## src/rtl/uart_pkg.sv

```systemverilog
// Shared UART definitions: receive/transmit sequencer states and default frame geometry.
package uart_pkg;

    typedef enum logic [2:0] {
        IDLE   = 3'd0,
        START  = 3'd1,
        DATA   = 3'd2,
        PARITY = 3'd3,
        STOP   = 3'd4
    } uart_state_e;

    localparam int DEF_DATA_BITS  = 8;
    localparam int DEF_OVERSAMPLE = 16;

endpackage

```

## src/rtl/uart_sync2.sv

```systemverilog
// Two-flop synchroniser for the serial line; resets to the idle (high) level.
module uart_sync2 (
    input  logic Clk,
    input  logic reset,
    input  logic i_d,
    output logic o_q
);

    logic r_meta;
    logic r_sync;

    always_ff @(posedge Clk or posedge reset) begin
        if (reset) begin
            r_meta <= 1'b1;
            r_sync <= 1'b1;
        end else begin
            r_meta <= i_d;
            r_sync <= r_meta;
        end
    end

    assign o_q = r_sync;

endmodule

```

## src/rtl/uart_rx_sequencer.sv

```systemverilog
// UART receive sequencer: start qualification, mid-bit data/parity/stop sampling on the
// oversampled baud grid, and valid/ready hand-off of each received byte with error flags.
//
// state  | meaning
// IDLE   | start-bit detector enabled, waiting for start_bit_in
// START  | counting to mid start bit, rejecting glitches
// DATA   | sampling data bits LSB-first, one per bit period
// PARITY | sampling and checking the parity bit
// STOP   | sampling the stop bit, loading the output register
module uart_rx_sequencer
    import uart_pkg::*;
#(
    parameter int DATA_BITS  = DEF_DATA_BITS,
    parameter int OVERSAMPLE = DEF_OVERSAMPLE,
    parameter int PARITY_EN  = 0,
    parameter int PARITY_ODD = 0
) (
    input  logic                 Clk,
    input  logic                 reset,
    input  logic                 i_rx_in,
    input  logic                 i_baud_tick,
    input  logic                 i_start_bit_in,
    output logic                 o_startbit_det_en,
    output logic [DATA_BITS-1:0] o_data_out,
    output logic                 o_data_valid,
    input  logic                 i_data_ready,
    output logic                 o_frame_err,
    output logic                 o_parity_err,
    output logic                 o_overrun_err,
    output logic                 o_busy
);

    localparam int TW = $clog2(OVERSAMPLE);
    localparam int BW = $clog2(DATA_BITS);
    localparam logic [TW-1:0] TC_HALF = TW'(OVERSAMPLE / 2 - 1);
    localparam logic [TW-1:0] TC_FULL = TW'(OVERSAMPLE - 1);
    localparam logic [BW-1:0] BC_LAST = BW'(DATA_BITS - 1);
    localparam logic PAR_EN  = (PARITY_EN != 0);
    localparam logic PAR_ODD = (PARITY_ODD != 0);

    uart_state_e          r_state;
    uart_state_e          w_state_nxt;
    logic [TW-1:0]        r_tick_cnt;
    logic [BW-1:0]        r_bit_cnt;
    logic [DATA_BITS-1:0] r_shift;
    logic                 r_par_err;
    logic [DATA_BITS-1:0] r_data_out;
    logic                 r_data_valid;
    logic                 r_frame_err;
    logic                 r_parity_err;
    logic                 r_overrun_err;
    logic                 w_rx_s;
    logic                 w_tick_half;
    logic                 w_tick_full;
    logic                 w_tick_clr;
    logic                 w_load;
    logic                 w_det_en;

    uart_sync2 u_sync (
        .Clk   (Clk),
        .reset (reset),
        .i_d   (i_rx_in),
        .o_q   (w_rx_s)
    );

    assign w_tick_half = i_baud_tick && (r_tick_cnt == TC_HALF);
    assign w_tick_full = i_baud_tick && (r_tick_cnt == TC_FULL);

    always_ff @(posedge Clk or posedge reset) begin
        if (reset) begin
            r_state <= IDLE;
        end else begin
            r_state <= w_state_nxt;
        end
    end

    always_comb begin
        w_state_nxt = r_state;
        w_det_en    = 1'b0;
        w_tick_clr  = 1'b0;
        w_load      = 1'b0;
        case (r_state)
            IDLE: begin
                w_det_en   = 1'b1;
                w_tick_clr = 1'b1;
                if (i_start_bit_in) begin
                    w_state_nxt = START;
                end
            end
            START: begin
                // Restarting the tick count here moves the sampling phase to mid-bit.
                if (w_tick_half) begin
                    w_tick_clr  = 1'b1;
                    w_state_nxt = w_rx_s ? IDLE : DATA;
                end
            end
            DATA: begin
                if (w_tick_full && (r_bit_cnt == BC_LAST)) begin
                    w_state_nxt = PAR_EN ? PARITY : STOP;
                end
            end
            PARITY: begin
                if (w_tick_full) begin
                    w_state_nxt = STOP;
                end
            end
            STOP: begin
                // Leave at the mid-stop sample so a back-to-back start edge is not missed.
                if (w_tick_full) begin
                    w_load      = 1'b1;
                    w_state_nxt = IDLE;
                end
            end
            default: w_state_nxt = IDLE;
        endcase
    end

    always_ff @(posedge Clk or posedge reset) begin
        if (reset) begin
            r_tick_cnt <= '0;
            r_bit_cnt  <= '0;
            r_shift    <= '0;
        end else begin
            if (w_tick_clr) begin
                r_tick_cnt <= '0;
            end else if (i_baud_tick) begin
                r_tick_cnt <= (r_tick_cnt == TC_FULL) ? '0 : r_tick_cnt + 1'b1;
            end
            if (r_state == START) begin
                r_bit_cnt <= '0;
            end else if ((r_state == DATA) && w_tick_full) begin
                r_shift   <= {w_rx_s, r_shift[DATA_BITS-1:1]};
                r_bit_cnt <= r_bit_cnt + 1'b1;
            end
        end
    end

    always_ff @(posedge Clk or posedge reset) begin
        if (reset) begin
            r_par_err <= 1'b0;
        end else if (r_state == START) begin
            r_par_err <= 1'b0;
        end else if ((r_state == PARITY) && w_tick_full) begin
            r_par_err <= w_rx_s ^ (^r_shift) ^ PAR_ODD;
        end
    end

    always_ff @(posedge Clk or posedge reset) begin
        if (reset) begin
            r_data_out    <= '0;
            r_data_valid  <= 1'b0;
            r_frame_err   <= 1'b0;
            r_parity_err  <= 1'b0;
            r_overrun_err <= 1'b0;
        end else if (w_load) begin
            // A simultaneous accept consumes the old byte, so only an unaccepted one overruns.
            r_data_out   <= r_shift;
            r_data_valid <= 1'b1;
            r_frame_err  <= ~w_rx_s;
            r_parity_err <= PAR_EN & r_par_err;
            if (r_data_valid && !i_data_ready) begin
                r_overrun_err <= 1'b1;
            end
        end else if (r_data_valid && i_data_ready) begin
            r_data_valid <= 1'b0;
            r_frame_err  <= 1'b0;
            r_parity_err <= 1'b0;
        end
    end

    assign o_startbit_det_en = w_det_en;
    assign o_busy            = (r_state != IDLE);
    assign o_data_out        = r_data_out;
    assign o_data_valid      = r_data_valid;
    assign o_frame_err       = r_frame_err;
    assign o_parity_err      = r_parity_err;
    assign o_overrun_err     = r_overrun_err;

endmodule

```

## config.mk

```make
export PLATFORM = sky130hd
export DESIGN_NAME = uart_rx_sequencer
export DESIGN_NICKNAME = d
export VERILOG_FILES = /design/src/rtl/uart_pkg.sv /design/src/rtl/uart_sync2.sv /design/src/rtl/uart_rx_sequencer.sv
export SDC_FILE = /design/constraint.sdc
export NUM_CORES = 1
export LEC_CHECK = 0
export ABC_CLOCK_PERIOD_IN_PS = 2100
export BUFFER_PORTS_ARGS = -buffer_cell sky130_fd_sc_hd__buf_2
export CAP_MARGIN = 25
export CORE_MARGIN = 2
export CORE_UTILIZATION = 55
export DETAILED_ROUTE_END_ITERATION = 12
export MAX_ROUTING_LAYER = met4
export PLACE_DENSITY = 0.83
export SKIP_LAST_GASP = 1
export SLEW_MARGIN = 20
export SYNTH_ARGS = -nofsm -noshare
export SYNTH_HDL_FRONTEND = slang
export SYNTH_HIERARCHICAL = 1
export SYNTH_SLANG_ARGS = --single-unit
```

## constraint.sdc

```tcl
create_clock -name Clk -period 2.1 [get_ports Clk]
set_input_delay 0.525 -clock Clk [delete_from_list [all_inputs] [get_ports Clk]]
set_output_delay 0.525 -clock Clk [all_outputs]
set_load 0.05 [all_outputs]
```

==> results of run 1 <==
critical path, delay by kind of cell, from the launching register on:
kind	cells	cell delay (ns)
flip-flops	1	0.51
buffers and inverters	1	0.30
AND/OR/NAND/NOR	1	0.28
cells by family after synthesis:
family / Yosys count / share of synthesized area, %
flip-flops: 31 / 53.8
multiplexers: 18 / 13.8
buffers and inverters: 12 / 4.24
AND/OR/NAND/NOR: 36 / 15.3
adder cells (fa/ha/maj): 3 / 2.60
other: 1 / 0.259
AO/OA/AOI/OAI: 19 / 9.34
XOR/XNOR: 1 / 0.606
metal layers:
layer  vias up  part of all wire (%)  track usage, %
met4         0                   1.2            8.71
met3         4                   5.5            6.79
met1       464                    44            23.4
met2        35                    49            26.4
met5         -                     0               -
li1        467                     -               -
metrics by stage:
step                util [%]  area [sq um]
finish                  65.4          1620
global route            65.4          1620
CTS                     65.3          1620
detailed placement      63.0          1560
global placement        63.0          1560
floorplan                  -          1460
power by group through the flow:
stage               Combinational (uW)  Clock [uW]  Sequential (uW)
finish                             316         345              776
global route                       353         384              788
CTS                                318         358              770
detailed placement                 315           0              783
global placement                   298           0              777
floorplan                          313           0              713
synthesized netlist by cell type:
master,n,share of area (%)
nor2b_1,1,0.43
nand4_4,1,1.5
a41oi_1,1,0.61
buf_4,1,0.52
nor4b_4,1,1.6
mux2_2,16,12
a31o_2,2,1.2
o211ai_1,1,0.52
nand3b_1,1,0.52
o221ai_1,2,1.2
inv_1,4,1.0
nor2_1,7,1.8
nand2_1,13,3.4
or3_1,1,0.43
nand2b_1,2,0.86
mux2i_1,2,1.4
a221oi_1,1,0.61
ha_1,3,2.6
or4_1,1,0.52
clkbuf_1,2,0.52
a21oi_1,3,1.0
nand3_1,2,0.69
buf_2,4,1.4
a211oi_1,1,0.52
buf_6,1,0.78
dfrtp_1,29,50
a22oi_1,1,0.52
o21bai_1,1,0.52
or2_2,1,0.43
nand4bb_1,1,0.78
or3_2,1,0.52
dfstp_2,2,3.6
o41ai_1,1,0.61
xor2_1,1,0.61
nor3_4,1,1.1
conb_1,1,0.26
o21ai_0,4,1.4
nor3_1,2,0.69
a21o_2,1,0.61
final timing paths:
check,from,to,slack (ns),cells after the start
hold / removal,reset,u_sync/r_meta,0.21,2
max in group asynchronous,reset,r_state[0],1.57,3
hold reg to reg,u_sync/r_meta,u_sync/o_q,0.36,0
setup / recovery,r_state[2],o_startbit_det_en,0.14,2
setup reg to reg,r_tick_cnt[0],o_data_out[3],0.18,5
min in group Clk,i_rx_in,u_sync/r_meta,0.29,1
sequential cells by signal, indices dropped and copies added (netlist names):
register,count
o_data_out,8
r_shift,8
r_tick_cnt,4
r_bit_cnt,3
r_state,3
o_data_valid,1
o_frame_err,1
o_overrun_err,1
u_sync/o_q,1
u_sync/r_meta,1
area by class of cell:
cell class	count	area [sq um]
clock buffer	6	51.3
multi-input combinational	78	618
timing repair buffer	21	113
clock inverter	1	5.00
tap	30	37.5
sequential	31	779
inverter	4	15.0
fill	205	858
==> flow_summary.json, run 1 <==
{
  "p_comb_share_pct": 22.0,
  "grt_usage_pct": 18.5,
  "slowest_stage": "dfrtp_1",
  "switching_share_pct": 34.9,
  "drt-pass1-iter-count": 4,
  "initial_utilization_pct": 58.4,
  "antenna_found_initial": 0,
  "drt_iter0_drc": 43,
  "ir_worst_vdd_mv": 0.913,
  "rsz0062_at_grt": "no",
  "fin_nets": 150,
  "antenna_cells": 0,
  "max_freq_ghz": 0.510,
  "hold_viol_final": 0,
  "end_kind": "output pin",
  "power.total_uw": 1440,
  "max_stage_delay_ns": 0.51,
  "crit_arrival_ns": 1.44,
  "power.share.clock_pct": 24.0,
  "cts_root_buf": "clkbuf_4",
  "status": "finished, final reports clean",
  "ant_nets": 0,
  "core_area_sq_mm": 0.00248,
  "avgSynthCellArea_sq_um": 12.0,
  "ys_ff_latch": 31,
  "dp_cells": 164,
  "hold_path.class": "input port to async pin",
  "grt_max_degree": 30,
  "cts_num_sinks": 31,
  "area_growth_pct": 11.9,
  "period_minus_slack_ns": 1.96,
  "netlist_instances": 121,
  "period_share_pct": 93.5,
  "crit_required_ns": 1.57,
  "grt_pass1_vias": 936,
  "gp_congestion": 0.754,
  "pre_cts_slack_ns": 0.159,
  "vias": 970,
  "slew_viol_final": 0,
  "max_cap_violations": 0,
  "layout.cells.non_filler": 171,
  "die_x_microns": 55.3,
  "rows": 18,
  "setup_violations": 0,
  "syn-num-nets": 130,
  "vias_per_cell": 5.67,
  "htreeDepth": 2,
  "final_cell_mix": "dfrtp_1 (28), buf_2 (18), mux2_2 (16), nand2_1 (13), nor2_1 (7)",
  "mostFrequentLayoutCell": "dfrtp_1",
  "fin_skew_ns": 0.0113,
  "synthDistinctLibCells": 39,
  "whs_ns": 0.213,
  "drc_errors": 0,
  "dpl.hpwl_microns": 1730,
  "synth.yosys.seq_area_share_pct": 53.8,
  "setup_tns_ns": 0,
  "synth_area_sq_mm": 0.00145,
  "clockBufferDepth": 2,
  "post_cts_resized": 0,
  "ys_warn_count": 6,
  "numCtsBuffers": 5,
  "p_leak_uw": 0.000808,
  "post_cts.repair.setup_buffers": 0,
  "path_clk_slew_ns": 0.09,
  "grt_pass1_wl_microns": 4220,
  "dieArea_sq_mm": 0.00306,
  "p_seq_share_pct": 54.0,
  "port_buffers": 18,
  "ios": 20,
  "die_h_microns": 55.3,
  "layout-drive-gt1-share_pct": 39.7,
  "path_cells": "nor3_4 > buf_2",
  "cp-start-kind": "register",
  "p_per_area_mw_per_mm2": 888,
  "critical_path_class": "register to output pin",
  "worstSkewPairLatency_ns": 0.33,
  "worstPathMaxFanout": 10,
  "p_int_uw": 936,
  "postCtsHoldBufs": 0,
  "cts_tree": "yes",
  "overflow": 0,
  "wire_per_inst_microns": 14.1,
  "totalWireLength_microns": 2410,
  "setup_slack_ns": 0.137,
  "p_switching_uw": 502
}
Note: power is estimated with default switching activity, not from simulation.
==> run 2: changes to the inputs <==
--- a/config.mk
+++ b/config.mk
@@ -13,9 +13,9 @@
 export DETAILED_ROUTE_END_ITERATION = 12
 export MAX_ROUTING_LAYER = met4
 export PLACE_DENSITY = 0.83
+export REMOVE_ABC_BUFFERS = 1
 export SKIP_LAST_GASP = 1
 export SLEW_MARGIN = 20
 export SYNTH_ARGS = -nofsm -noshare
 export SYNTH_HDL_FRONTEND = slang
-export SYNTH_HIERARCHICAL = 1
 export SYNTH_SLANG_ARGS = --single-unit
==> constraint.sdc (replaced) <==
create_clock -name Clk -period 2.1 [get_ports Clk]
set_input_delay 0.315 -clock Clk [delete_from_list [all_inputs] [get_ports Clk]]
set_output_delay 0.315 -clock Clk [all_outputs]
set_load 0.05 [all_outputs]
==> flow_summary.json, run 2 <==
{
  "status": "finished, final reports clean",
  "cts_tree": "yes",
  "dieArea_sq_mm": 0.00292,
  "clockBufferDepth": 2,
  "numCtsBuffers": 5,
  "crit_arrival_ns": 1.51,
  "synth_commonest_cells": "dfrtp_1 (29), mux2_2 (9), nand2_1 (8)",
  "ys_warn_count": 0,
  "fill_cells": 194,
  "crit_required_ns": 1.78,
  "hold_path.class": "input port to async pin",
  "fin_nets": 139,
  "grt_use_met1_pct": 20.5,
  "p_leak_uw": 0.000851,
  "register_area_sq_um": 778,
  "synth_flop_cell": "dfrtp_1",
  "max_freq_ghz": 0.547,
  "drt_iter0_drc": 11,
  "rr_worst_depth": 4,
  "totalWireLength_microns": 2380,
  "core_area_sq_mm": 0.00243,
  "synth_edf_count": 0,
  "power.share.clock_pct": 22.0,
  "ios": 20,
  "path_clk_slew_ns": 0.09,
  "cp-start-kind": "register",
  "period_minus_slack_ns": 1.83,
  "wire_per_inst_microns": 14.8,
  "synth.yosys.seq_area_share_pct": 56.5,
  "synth.area.top_cells": "dfrtp_1 (53%), mux2_4 (7.6%), mux2_2 (7.4%), dfstp_2 (3.8%), mux2i_1 (2.9%)",
  "cts_root_buf": "clkbuf_4",
  "mostFrequentLayoutCell": "dfrtp_1",
  "synth_area_sq_mm": 0.00138,
  "die_h_microns": 54.0,
  "dpl.hpwl_microns": 1810,
  "max_stage_delay_ns": 0.45,
  "max_cap_violations": 0,
  "tightest_slew_ns": 0.675,
  "post_cts.repair.setup_buffers": 0,
  "rows": 18,
  "top_usage_layer": "met2",
  "setup_violations": 0,
  "relSlewSlack_pct": 55.0,
  "multi_input_area_sq_um": 551,
  "vias_per_cell": 5.57,
  "critPathLaunch": "r_state[2]",
  "grt_max_degree": 19,
  "final_cell_mix": "dfrtp_1 (29), buf_2 (18), mux2_2 (9), nand2_1 (8), mux2_4 (7)",
  "reg2reg_from": "r_tick_cnt[0]",
  "slowest_stage": "dfrtp_1",
  "slew_viol_final": 0,
  "ir_worst_vdd_mv": 0.588,
  "die_x_microns": 54.0,
  "htreeDepth": 2,
  "p_comb_share_pct": 24.0,
  "grt_pass1_vias": 869,
  "rsz0062_at_grt": "no",
  "place_area_sq_mm": 0.00149,
  "gp_congestion": 0.709,
  "drt-pass1-iter-count": 4,
  "endpoint": "o_busy",
  "p_switching_uw": 497,
  "antenna_cells": 0,
  "grt_usage_pct": 19.7,
  "p_int_uw": 933,
  "critical_path_class": "register to output pin",
  "worstPathMaxFanout": 7,
  "antenna_found_initial": 0,
  "power.total_uw": 1430,
  "synth_most_common_cell": "dfrtp_1",
  "use_met2_pct": 34.8,
  "layout-drive-gt1-share_pct": 36.6,
  "end_kind": "output pin",
  "rr_endpoint": "r_shift[5]",
  "cts_num_sinks": 31,
  "vias": 896,
  "netlist_instances": 107,
  "area_growth_pct": 12.4,
  "switching_share_pct": 34.7,
  "drc_errors": 0,
  "grtUsageMet3_pct": 5.83,
  "ant_nets": 0,
  "overflow": 0,
  "rrSetupSlack_ns": 0.32,
  "worstSkewPairLatency_ns": 0.32,
  "synthDistinctLibCells": 36,
  "p_per_area_mw_per_mm2": 924,
  "yosys.area.top_type": "dfrtp_1",
  "fin_skew_ns": 0.00462,
  "stdcell_area_sq_mm": 0.00155,
  "port_buffers": 18,
  "synthArstFlopShare_pct": 100,
  "path_cells": "nor3_2 > inv_1 > buf_2",
  "p_seq_share_pct": 54.0,
  "grt_pass1_wl_microns": 3830,
  "avgSynthCellArea_sq_um": 12.9,
  "ys_ff_latch": 31,
  "period_share_pct": 87.1,
  "initial_utilization_pct": 56.6,
  "hold_viol_final": 0,
  "synth_top_area_share_pct": 52.7
}
## run 2: metal layers
| metal | vias up | share of wire (%) |
|---|---|---|
| met3 | 6 | 4.5 |
| met1 | 443 | 41 |
| met2 | 25 | 53 |
| met5 | - | 0 |
| met4 | 0 | 1.6 |
| li1 | 422 | - |
## run 2: what timing repair did
item,CTS,global route
setup endpoints to repair,0,2
hold buffers,0,0
endpoints found under the hold margin,0,0
resized for setup,0,1
## run 2: cell type report
type	instances	area share, %
sequential	31	50.3
timing repair buffer	21	7.28
inverter	5	1.21
clock buffer	7	2.91
tap	30	2.43
multi-input combinational	66	35.6
clock inverter	1	0.323
## run 2: critical path: cells and delay by family (launching register included)
kind          cells  cell delay (ns)
flops             1             0.45
simple gates      1             0.37
buf+inv           2             0.38
## run 2: cells by family (layout without fill, tap and decap cells)
group	after synthesis	after routing	synth area share [%]
flops	31	31	56.5
simple gates	31	31	13.0
mux	20	20	17.9
compound gates	10	10	5.09
buf+inv	10	34	3.90
fa+ha+maj	3	3	2.73
other cells	1	1	0.272
xor+xnor	1	1	0.636
## run 2: power by group through the flow
| stage | sequential [uW] | clock [uW] | combinational, uW |
|---|---|---|---|
| after floorplan | 755 | 0 | 268 |
| after global placement | 769 | 0 | 321 |
| after detailed placement | 778 | 0 | 344 |
| after CTS | 766 | 329 | 346 |
| after global routing | 783 | 364 | 381 |
| final | 772 | 315 | 343 |
## run 2: worst min path at each step
| stage | from | endpoint | slack (ns) | cells past startpoint |
|---|---|---|---|---|
| finish | reset | o_data_out[5] | 0.08 | 2 |
| global route | i_rx_in | u_sync.r_meta | 0.07 | 1 |
| CTS | i_rx_in | u_sync.r_meta | 0.07 | 1 |
| detailed placement | u_sync.r_meta | u_sync.o_q | 0.35 | 0 |
| global placement | u_sync.r_meta | u_sync.o_q | 0.35 | 0 |
| floorplan | i_rx_in | u_sync.r_meta | 0.32 | 0 |
## run 2: per-stage QoR
step | cells | setup TNS [ns] | hold slack [ns] | worst slack, ns | utilization, %
after global routing | 161 | 0 | 0.0706 | 0.145 | 63.6
final | 161 | 0 | 0.0814 | 0.271 | 63.6
after global placement | 153 | 0 | 0.346 | 0.406 | 61.4
after CTS | 161 | 0 | 0.0711 | 0.0575 | 63.4
after detailed placement | 153 | 0 | 0.351 | 0.340 | 61.4
after floorplan | 102 | -2.12 | 0.319 | -0.803 | -
